--- config.mk ---
export PLATFORM = sky130hd
export DESIGN_NAME = gpu_job_scheduler
export DESIGN_NICKNAME = d
export VERILOG_FILES = /design/src/rtl/gpu_job_scheduler.sv
export SDC_FILE = /design/constraint.sdc
export NUM_CORES = 1
export LEC_CHECK = 0
export CAP_MARGIN = 20
export CORE_MARGIN = 8
export CORE_UTILIZATION = 47
export CTS_CLUSTER_DIAMETER = 60
export DETAILED_ROUTE_END_ITERATION = 16
export GPL_ROUTABILITY_DRIVEN = 0
export PLACE_DENSITY_LB_ADDON = 0.08
export SLEW_MARGIN = 20
export SYNTH_ARGS = -nofsm -noshare
export SYNTH_HDL_FRONTEND = slang
export SYNTH_SLANG_ARGS = --single-unit
--- constraint.sdc ---
create_clock -name i_clk -period 4.9 [get_ports i_clk]
set_input_delay 0.98 -clock i_clk [delete_from_list [all_inputs] [get_ports i_clk]]
set_output_delay 0.98 -clock i_clk [all_outputs]
set_load 0.01 [all_outputs]
--- src/rtl/gpu_job_scheduler.sv ---
// Job scheduler for the mini GPU core: queues filter requests, launches them one at a
// time, counts write strobes per job and recovers a hung core with a watchdog reset.
module gpu_job_scheduler #(
  parameter int unsigned FILTER_WIDTH  = 2,
  parameter int unsigned ADDR_WIDTH    = 18,
  parameter int unsigned QUEUE_DEPTH   = 4,
  parameter int unsigned TIMEOUT_WIDTH = 24,
  parameter logic [TIMEOUT_WIDTH-1:0] TIMEOUT_CYCLES = 24'd300000
) (
  input  logic                              i_clk,
  input  logic                              i_nrst,
  input  logic                              i_req_valid,
  input  logic [FILTER_WIDTH-1:0]           i_req_filter,
  output logic                              o_req_ready,
  output logic                              o_gpu_start_pulse,
  output logic [FILTER_WIDTH-1:0]           o_gpu_filter_type,
  output logic                              o_gpu_nrst,
  input  logic                              i_gpu_finish_pulse,
  input  logic                              i_gpu_filtered_wstb,
  output logic                              o_busy,
  output logic                              o_done_pulse,
  output logic [FILTER_WIDTH-1:0]           o_done_filter,
  output logic [ADDR_WIDTH:0]               o_done_count,
  output logic                              o_done_timeout,
  output logic [$clog2(QUEUE_DEPTH):0]      o_queue_level
);

  localparam int unsigned CNT_W = ADDR_WIDTH + 1;
  localparam int unsigned PTR_W = $clog2(QUEUE_DEPTH);
  localparam int unsigned LVL_W = PTR_W + 1;

  localparam logic [TIMEOUT_WIDTH-1:0] WD_LAST  = TIMEOUT_CYCLES - TIMEOUT_WIDTH'(1);
  localparam logic [LVL_W-1:0]         LVL_FULL = LVL_W'(QUEUE_DEPTH);

  localparam logic [2:0] S_IDLE    = 3'd0;
  localparam logic [2:0] S_LAUNCH  = 3'd1;
  localparam logic [2:0] S_RUN     = 3'd2;
  localparam logic [2:0] S_RECOVER = 3'd3;
  localparam logic [2:0] S_REPORT  = 3'd4;

  logic [2:0]               state_q, state_d;
  logic [FILTER_WIDTH-1:0]  mem [QUEUE_DEPTH];
  logic [PTR_W-1:0]         wr_ptr, rd_ptr;
  logic [TIMEOUT_WIDTH-1:0] wd_q, wd_d;
  logic [CNT_W-1:0]         pix_q, pix_d, pix_sat, pix_run;
  logic                     rec_q, rec_d;
  logic                     push, pop;
  logic [LVL_W-1:0]         level_d;

  logic                     start_d, gnrst_d, busy_d, done_d, dto_d, ready_d;
  logic [FILTER_WIDTH-1:0]  ftype_d, dfilt_d;
  logic [CNT_W-1:0]         dcnt_d;

  assign push = i_req_valid && o_req_ready;

  // Next state and next values of all registered outputs
  always_comb begin
    state_d = state_q;
    wd_d    = wd_q;
    pix_d   = pix_q;
    rec_d   = rec_q;
    pop     = 1'b0;
    start_d = 1'b0;
    gnrst_d = 1'b1;
    done_d  = 1'b0;
    ftype_d = o_gpu_filter_type;
    dfilt_d = o_done_filter;
    dcnt_d  = o_done_count;
    dto_d   = o_done_timeout;
    pix_sat = (pix_q == {CNT_W{1'b1}}) ? pix_q : pix_q + CNT_W'(1);
    pix_run = i_gpu_filtered_wstb ? pix_sat : pix_q;

    case (state_q)
      S_IDLE: begin
        if (o_queue_level != '0) begin
          pop     = 1'b1;
          ftype_d = mem[rd_ptr];
          start_d = 1'b1;
          state_d = S_LAUNCH;
        end
      end
      S_LAUNCH: begin
        wd_d    = '0;
        pix_d   = i_gpu_filtered_wstb ? CNT_W'(1) : '0;
        state_d = S_RUN;
      end
      S_RUN: begin
        pix_d = pix_run;
        if (i_gpu_finish_pulse) begin
          done_d  = 1'b1;
          dfilt_d = o_gpu_filter_type;
          dcnt_d  = pix_run;
          dto_d   = 1'b0;
          state_d = S_REPORT;
        end else if (wd_q == WD_LAST) begin
          gnrst_d = 1'b0;
          rec_d   = 1'b0;
          state_d = S_RECOVER;
        end else begin
          wd_d = wd_q + TIMEOUT_WIDTH'(1);
        end
      end
      S_RECOVER: begin
        // Core reset is held for two cycles; strobes are not counted here
        if (!rec_q) begin
          rec_d   = 1'b1;
          gnrst_d = 1'b0;
        end else begin
          done_d  = 1'b1;
          dfilt_d = o_gpu_filter_type;
          dcnt_d  = pix_q;
          dto_d   = 1'b1;
          state_d = S_REPORT;
        end
      end
      S_REPORT: state_d = S_IDLE;
      default:  state_d = S_IDLE;
    endcase

    level_d = o_queue_level + LVL_W'(push) - LVL_W'(pop);
    busy_d  = (state_d != S_IDLE);
    ready_d = (level_d != LVL_FULL);
  end

  // State, queue bookkeeping and output registers
  always_ff @(posedge i_clk) begin
    if (!i_nrst) begin
      state_q           <= S_IDLE;
      wr_ptr            <= '0;
      rd_ptr            <= '0;
      wd_q              <= '0;
      pix_q             <= '0;
      rec_q             <= 1'b0;
      o_queue_level     <= '0;
      o_req_ready       <= 1'b1;
      o_gpu_start_pulse <= 1'b0;
      o_gpu_filter_type <= '0;
      o_gpu_nrst        <= 1'b1;
      o_busy            <= 1'b0;
      o_done_pulse      <= 1'b0;
      o_done_filter     <= '0;
      o_done_count      <= '0;
      o_done_timeout    <= 1'b0;
    end else begin
      state_q           <= state_d;
      if (push) wr_ptr  <= wr_ptr + PTR_W'(1);
      if (pop)  rd_ptr  <= rd_ptr + PTR_W'(1);
      wd_q              <= wd_d;
      pix_q             <= pix_d;
      rec_q             <= rec_d;
      o_queue_level     <= level_d;
      o_req_ready       <= ready_d;
      o_gpu_start_pulse <= start_d;
      o_gpu_filter_type <= ftype_d;
      o_gpu_nrst        <= gnrst_d;
      o_busy            <= busy_d;
      o_done_pulse      <= done_d;
      o_done_filter     <= dfilt_d;
      o_done_count      <= dcnt_d;
      o_done_timeout    <= dto_d;
    end
  end

  // Queue storage needs no reset; pointers define validity
  always_ff @(posedge i_clk) begin
    if (push) mem[wr_ptr] <= i_req_filter;
  end

endmodule

==> metrics.csv, run 1 <==
stage,metric,value,unit
floorplan,die_w,113,µm
floorplan,die-area,0.0129,mm²
final_layout,layout-drive-gt1-share,5.47,%
job,drv_cap,0,
detailed_routing,post-route-drc-count,0,
power,irDropWorstVdd,0.000350,V
cts,cts_root_buf,clkbuf_8,
placed_design,port_buffers,38,
global_route,grt_max_degree,38,
critical_path,cp.arrival,3.16,ns
cts,htreeDepth,3,
sta,relSlewSlack,32.6,%
synthesis,syn_area,0.00446,mm²
floorplan,core-area,0.00924,mm²
synthesis,synth-main-ff-cell,dfxtp_1,
cts,cts_tree,built,
sta,period_share,58.5,%
sta,fin_crit,2.87,ns
critical_path,cp_max_fo,8,
final_layout,fillers,842,
global_route,grt_pass1_wl,17.9,mm
final_layout,seq_area,0.00190,mm²
sta,finalMaxSlewViolations,0,
final_layout,antenna_cells,0,
cts,holdBufCountCts,0,
floorplan,die_h,113,µm
cts,cts_setup_buffers,0,
cts,clkLatencyLatePin,0.38,ns
critical_path,cp.required,5.19,ns
synthesis,syn_area_per_cell,8.85,µm²
detailed_routing,firstDrtPassIters,5,
hold_path,hold_path_class,flop to flop,
floorplan,num_rows,35,
detailed_routing,viasPerCell,5.75,
power,p_leak,0.00168,µW
outcome,status,"finished, final reports clean",
critical_path,startpoint_type,primary input,
synthesis,synthArstFlopShare,0,%
critical_path,endpoint_kind,flop,
cts,clock_sinks,91,
placed_design,dp.cells,643,
detailed_routing,post_drt_wl_per_cell,16.2,µm
final_layout,fin_cells,659,
sta,finClkSkew,0.00980,ns
final_layout,area_growth,14.3,%
sta,rsz0062_at_grt,no,
synthesis,synth_common_cells,"83 x dfxtp_1, 45 x nand2_1, 38 x a21oi_1, 38 x nor2_1, 26 x nand3_1",
synthesis,ys_ff_latch,91,
power,power_density,384,mW/mm²
detailed_routing,routed_wl,10.7,mm
global_route,globalRouteOverflowTotal,0,
synthesis,synth_edf_count,8,
global_route,grt_pass1_vias,3657,
critical_path,worst-setup-path-type,primary input to flop,
sta,finalSetupTns,0,ns
sta,setup_viol,0,
synthesis,synth.most_common_cell,dfxtp_1,
cts,cts_repair_resize_count,0,
detailed_routing,vias,3792,
synthesis,synthTopCellsByArea,"dfxtp_1 37%, edfxtp_1 5.4%, xnor2_1 4.3%",
final_layout,final_nets,541,
global_route,gr-usage-all-layers,17.3,%
synthesis,syn_inst,504,
sta,fmax,349,MHz
sta,worstMarginPinSlew,1.01,ns
synthesis,yosysWarnings,0,
global_route,antenna_found_initial,0,
synthesis,ys_seq_area_share,42.7,%
synthesis,syn-num-nets,520,
sta,hold_viol_final,0,
cts,clk_path_buf_depth,2,
detailed_routing,drt_iter0_markers,315,
final_layout,multi_input_comb_area,0.00239,mm²
detailed_routing,postRouteAntennaNets,0,
cts,path_clk_slew,0.10,ns
floorplan,start_util,48.2,%
synthesis,synth_top_area_cell,dfxtp_1,
placed_design,hpwl,7.37,mm
synthesis,synth_top_area_share,37.3,%
synthesis,synth_cell_types,60,
cts,cts_buffers,9,
floorplan,pin_count,39,
==> critical path: stages <==
cell             delay (ns)
clkdlybuf4s50_1        0.49
or4b_4                 0.62
a211oi_4               0.43
nand4_1                0.17
or3_1                  0.33
a21oi_1                0.14
==> power breakdown <==
| part | switching, µW | internal, µW | total (µW) |
|---|---|---|---|
| Combinational | 294 | 230 | 524 |
| Sequential | 69.7 | 825 | 895 |
| Clock | 283 | 254 | 538 |
==> kinds of logic after synthesis <==
logic type	count (synthesis)	share of synthesized area, %
AO/OA/AOI/OAI	117	17.3
XOR/XNOR	33	6.48
adder cells (fa/ha/maj)	9	2.69
buffers and inverters	41	3.84
flip-flops	91	42.7
multiplexers	8	2.39
AND/OR/NAND/NOR	205	24.7
==> worst paths after layout <==
check	end	slack, ns	start	cells after the start
setup / recovery	wd_q[11]	2.03	i_gpu_finish_pulse	6
hold / removal	o_done_filter[0]	0.46	o_done_filter[0]	2
setup reg to reg	pix_q[9]	2.23	state_q[1]	4
hold reg to reg	o_done_filter[0]	0.46	o_done_filter[0]	2
==> metal layers <==
layer | GRT usage (%) | part of all wire (%)
met5 | 0 | 0
met4 | 8.26 | 1.8
met3 | 4.65 | 5.1
met2 | 28.8 | 49
met1 | 20.2 | 44
==> per-stage QoR <==
step / total power [µW] / hold slack, ns / util, % / instance area [µm²] / setup WS, ns
after floorplan: 1240 / 0.461 / - / 4460 / 2.35
after detailed placement: 1440 / 0.446 / 52.9 / 4890 / 1.68
after global placement: 1430 / 0.449 / 52.9 / 4890 / 1.74
final: 1960 / 0.461 / 55.2 / 5100 / 2.03
after CTS: 1980 / 0.461 / 55.2 / 5100 / 2.07
after global routing: 2070 / 0.511 / 55.2 / 5100 / 1.92
==> cell usage in the layout (no fill, tap or decap), types with 3 or more instances in the layout <==
cell / Yosys / layout
buf_4: 0 / 3
a21oi_1: 38 / 38
inv_1: 10 / 10
a31oi_1: 3 / 3
a211oi_1: 12 / 12
or3_1: 12 / 12
o211ai_1: 9 / 9
nand2_1: 45 / 45
nand4_1: 17 / 17
xnor2_1: 22 / 22
and3_1: 11 / 11
nor4b_1: 3 / 3
nor2_1: 38 / 38
o211a_1: 3 / 3
o31ai_1: 8 / 8
or3b_1: 3 / 3
edfxtp_1: 8 / 8
nor4_1: 6 / 6
clkdlybuf4s50_1: 0 / 38
or4_1: 6 / 6
mux2i_1: 5 / 5
o21ai_0: 24 / 24
nand3_1: 26 / 26
nor3_1: 11 / 11
ha_1: 8 / 8
and2_1: 8 / 7
and4_1: 5 / 5
xor2_1: 11 / 11
o21a_1: 3 / 3
dfxtp_1: 83 / 83
clkbuf_8: 0 / 10
nor2b_1: 3 / 3
==> final cells by class <==
cell class,count,share of cell area (%)
timing repair buffer,41,7.90
tap,129,3.17
clock inverter,6,1.37
clock buffer,10,2.70
multi-input combinational,372,46.8
sequential,91,37.3
inverter,10,0.736
==> sequential cells by signal, summed over array words and instances (netlist names), 3 cells and up <==
name           flops
mem                8
o_done_count      19
o_queue_level      3
pix_q             19
state_q            3
wd_q              24
No activity file was read; power rests on OpenSTA's default activity.
==> inputs of run 2 (changes only) <==
Clock period 4.9 ns to 2.9 ns, I/O delays scaled along.
==> metrics.csv, run 2 (synthesis results as in run 1) <==
stage,metric,value,unit,change
floorplan,start_util,48.2,%,unchanged
sta,finalMaxSlewViolations,0,,unchanged
outcome,status,"finished, final reports clean",,unchanged
detailed_routing,firstDrtPassIters,4,,was 5
detailed_routing,routed_wl,10.9,mm,was 10.7 mm
critical_path,cp.arrival,2.81,ns,was 3.16 ns
final_layout,reg.largest.list,"wd_q (24), o_done_count (19), pix_q (19)",,unchanged
detailed_routing,post-route-drc-count,0,,unchanged
global_route,grt_pass1_wl,18.3,mm,was 17.9 mm
floorplan,die-area,0.0129,mm²,unchanged
sta,fin_crit,2.57,ns,
sta,finalSetupTns,0,ns,unchanged
cts,path_clk_slew,0.09,ns,was 0.10 ns
critical_path,timing.rr.start,pix_q[0],,was state_q[1]
final_layout,largest_register_ffs,24,,unchanged
sta,relSlewSlack,50.7,%,was 32.6%
cts,clock_sinks,91,,unchanged
final_layout,layout-drive-gt1-share,7.89,%,was 5.47%
placed_design,hpwl,7.69,mm,was 7.37 mm
critical_path,worst-setup-path-type,flop to flop,,was primary input to flop
cts,cts_root_buf,clkbuf_8,,unchanged
detailed_routing,postRouteAntennaNets,0,,unchanged
cts,cts_setup_buffers,0,,unchanged
global_route,globalRouteOverflowTotal,0,,unchanged
sta,fmax,389,MHz,
sta,rsz0062_at_grt,no,,unchanged
sta,period_share,88.7,%,
hold_path,hold_start,o_done_filter[1],,was o_done_filter[0]
critical_path,r2r-end,pix_q[0],,was pix_q[9]
final_layout,final_nets,556,,was 541
final_layout,antenna_cells,0,,unchanged
power,power_density,638,mW/mm²,was 384 mW/mm²
cts,holdBufCountCts,0,,unchanged
cts,clkLatencyLatePin,0.35,ns,was 0.38 ns
cts,cts_tree,built,,unchanged
global_route,grt_pass1_vias,3745,,was 3657
cts,cts_repair_resize_count,0,,unchanged
detailed_routing,drt_iter0_markers,227,,was 315
critical_path,startpoint_type,flop,,was primary input
sta,hold_viol_final,0,,unchanged
final_layout,layout_common_cells,"83 x dfxtp_1, 45 x nand2_1, 38 x nor2_1, 38 x a21oi_1, 38 x clkdlybuf4s50_1",,unchanged
final_layout,mostFrequentLayoutCell,dfxtp_1,,unchanged
critical_path,endpoint_kind,flop,,unchanged
hold_path,hold_end,o_done_filter[1],,was o_done_filter[0]
floorplan,pin_count,39,,unchanged
cts,cts_buffers,9,,unchanged
sta,worstMarginPinSlew,0.734,ns,was 1.01 ns
floorplan,core-area,0.00924,mm²,unchanged
critical_path,cp_max_fo,10,,was 8
final_layout,final_util,56.3,%,was 55.2%
placed_design,port_buffers,38,,unchanged
floorplan,num_rows,35,,unchanged
floorplan,die_h,113,µm,unchanged
global_route,gr-usage-all-layers,17.4,%,was 17.3%
global_route,grt_max_degree,33,,was 38
job,drv_cap,0,,unchanged
critical_path,cp.required,3.14,ns,was 5.19 ns
hold_path,whs_path_depth,2,,unchanged
sta,finClkSkew,0.00710,ns,was 0.00980 ns
final_layout,area_growth,16.6,%,was 14.3%
power,p_leak,0.00175,µW,was 0.00168 µW
critical_path,r2r_setup_slack,0.33,ns,was 2.23 ns
global_route,antenna_found_initial,0,,unchanged
detailed_routing,post_drt_wl_per_cell,16.1,µm,was 16.2 µm
power,irDropWorstVdd,0.000445,V,was 0.000350 V
cts,htreeDepth,3,,unchanged
detailed_routing,viasPerCell,5.78,,was 5.75
sta,setup_viol,0,,unchanged
hold_path,hold_path_class,flop to flop,,unchanged
critical_path,r2r_cells,7,,was 4
detailed_routing,vias,3893,,was 3792
floorplan,die_w,113,µm,unchanged
final_layout,regMostFlops,wd_q,,unchanged
cts,clk_path_buf_depth,2,,unchanged
run 2: cell types whose count changed in the layout (fill, tap and decap cells not counted):
cell,previous run,this run
and2_1,7,8
clkbuf_8,10,9
and2_2,1,0
buf_4,3,18
clkinv_2,1,2
run 2: worst max-delay path: stages (launching register included):
cell and delay (ns):
dfxtp_1 0.43, ha_1 0.30, and3_1 0.32, nand4_1 0.27, o211ai_1 0.68, buf_4 0.25
a2bb2oi_1 0.15, a21oi_1 0.07
run 2: where the power goes:
part | leakage [µW] | switching, µW | internal (µW)
logic | 0.000899 | 506 | 434
clock network | 0.000104 | 461 | 405
registers | 0.000746 | 117 | 1390
total | 0.00175 | 1080 | 2230
run 2: worst max path at each step:
| stage | from | end | slack (ns) | depth (start not counted) |
|---|---|---|---|---|
| 6_report | pix_q[0] | pix_q[0] | 0.33 | 7 |
| 2_1_floorplan | state_q[0] | o_req_ready | 0.47 | 10 |
| 3_3_place_gp | i_req_valid | o_req_ready | 0.20 | 10 |
| 3_5_place_dp | i_req_valid | o_req_ready | 0.07 | 10 |
| 4_1_cts | pix_q[0] | pix_q[0] | 0.38 | 7 |
| 5_1_grt | pix_q[0] | pix_q[0] | 0.11 | 7 |
run 2: final cells by class:
type                    instances  area (µm²)
repair buffers                 56         515
inverters                      10        37.5
multi-input cells             372        2380
clock buffers                   9         124
well taps                     129         161
clock inverters                 7        75.1
fillers                       860        4040
flip-flops and latches         91        1900
run 2: per-layer routing:
| metal | vias to the layer above | track usage [%] | part of all wire, % |
|---|---|---|---|
| met4 | 0 | 7.55 | 1.8 |
| met1 | 1853 | 20.8 | 45 |
| met5 | - | 0 | 0 |
| met3 | 17 | 3.54 | 4.8 |
| li1 | 1935 | - | - |
| met2 | 88 | 29.5 | 49 |
run 2: stage by stage:
step	setup slack [ns]	total power [µW]	std cells	hold WS [ns]	cell area, µm²
floorplan	0.474	2100	504	0.461	4460
global placement	0.195	2470	658	0.445	5000
detailed placement	0.0661	2490	658	0.454	5000
CTS	0.379	3360	674	0.467	5200
global route	0.113	3520	674	0.495	5200
finish	0.327	3320	674	0.462	5200
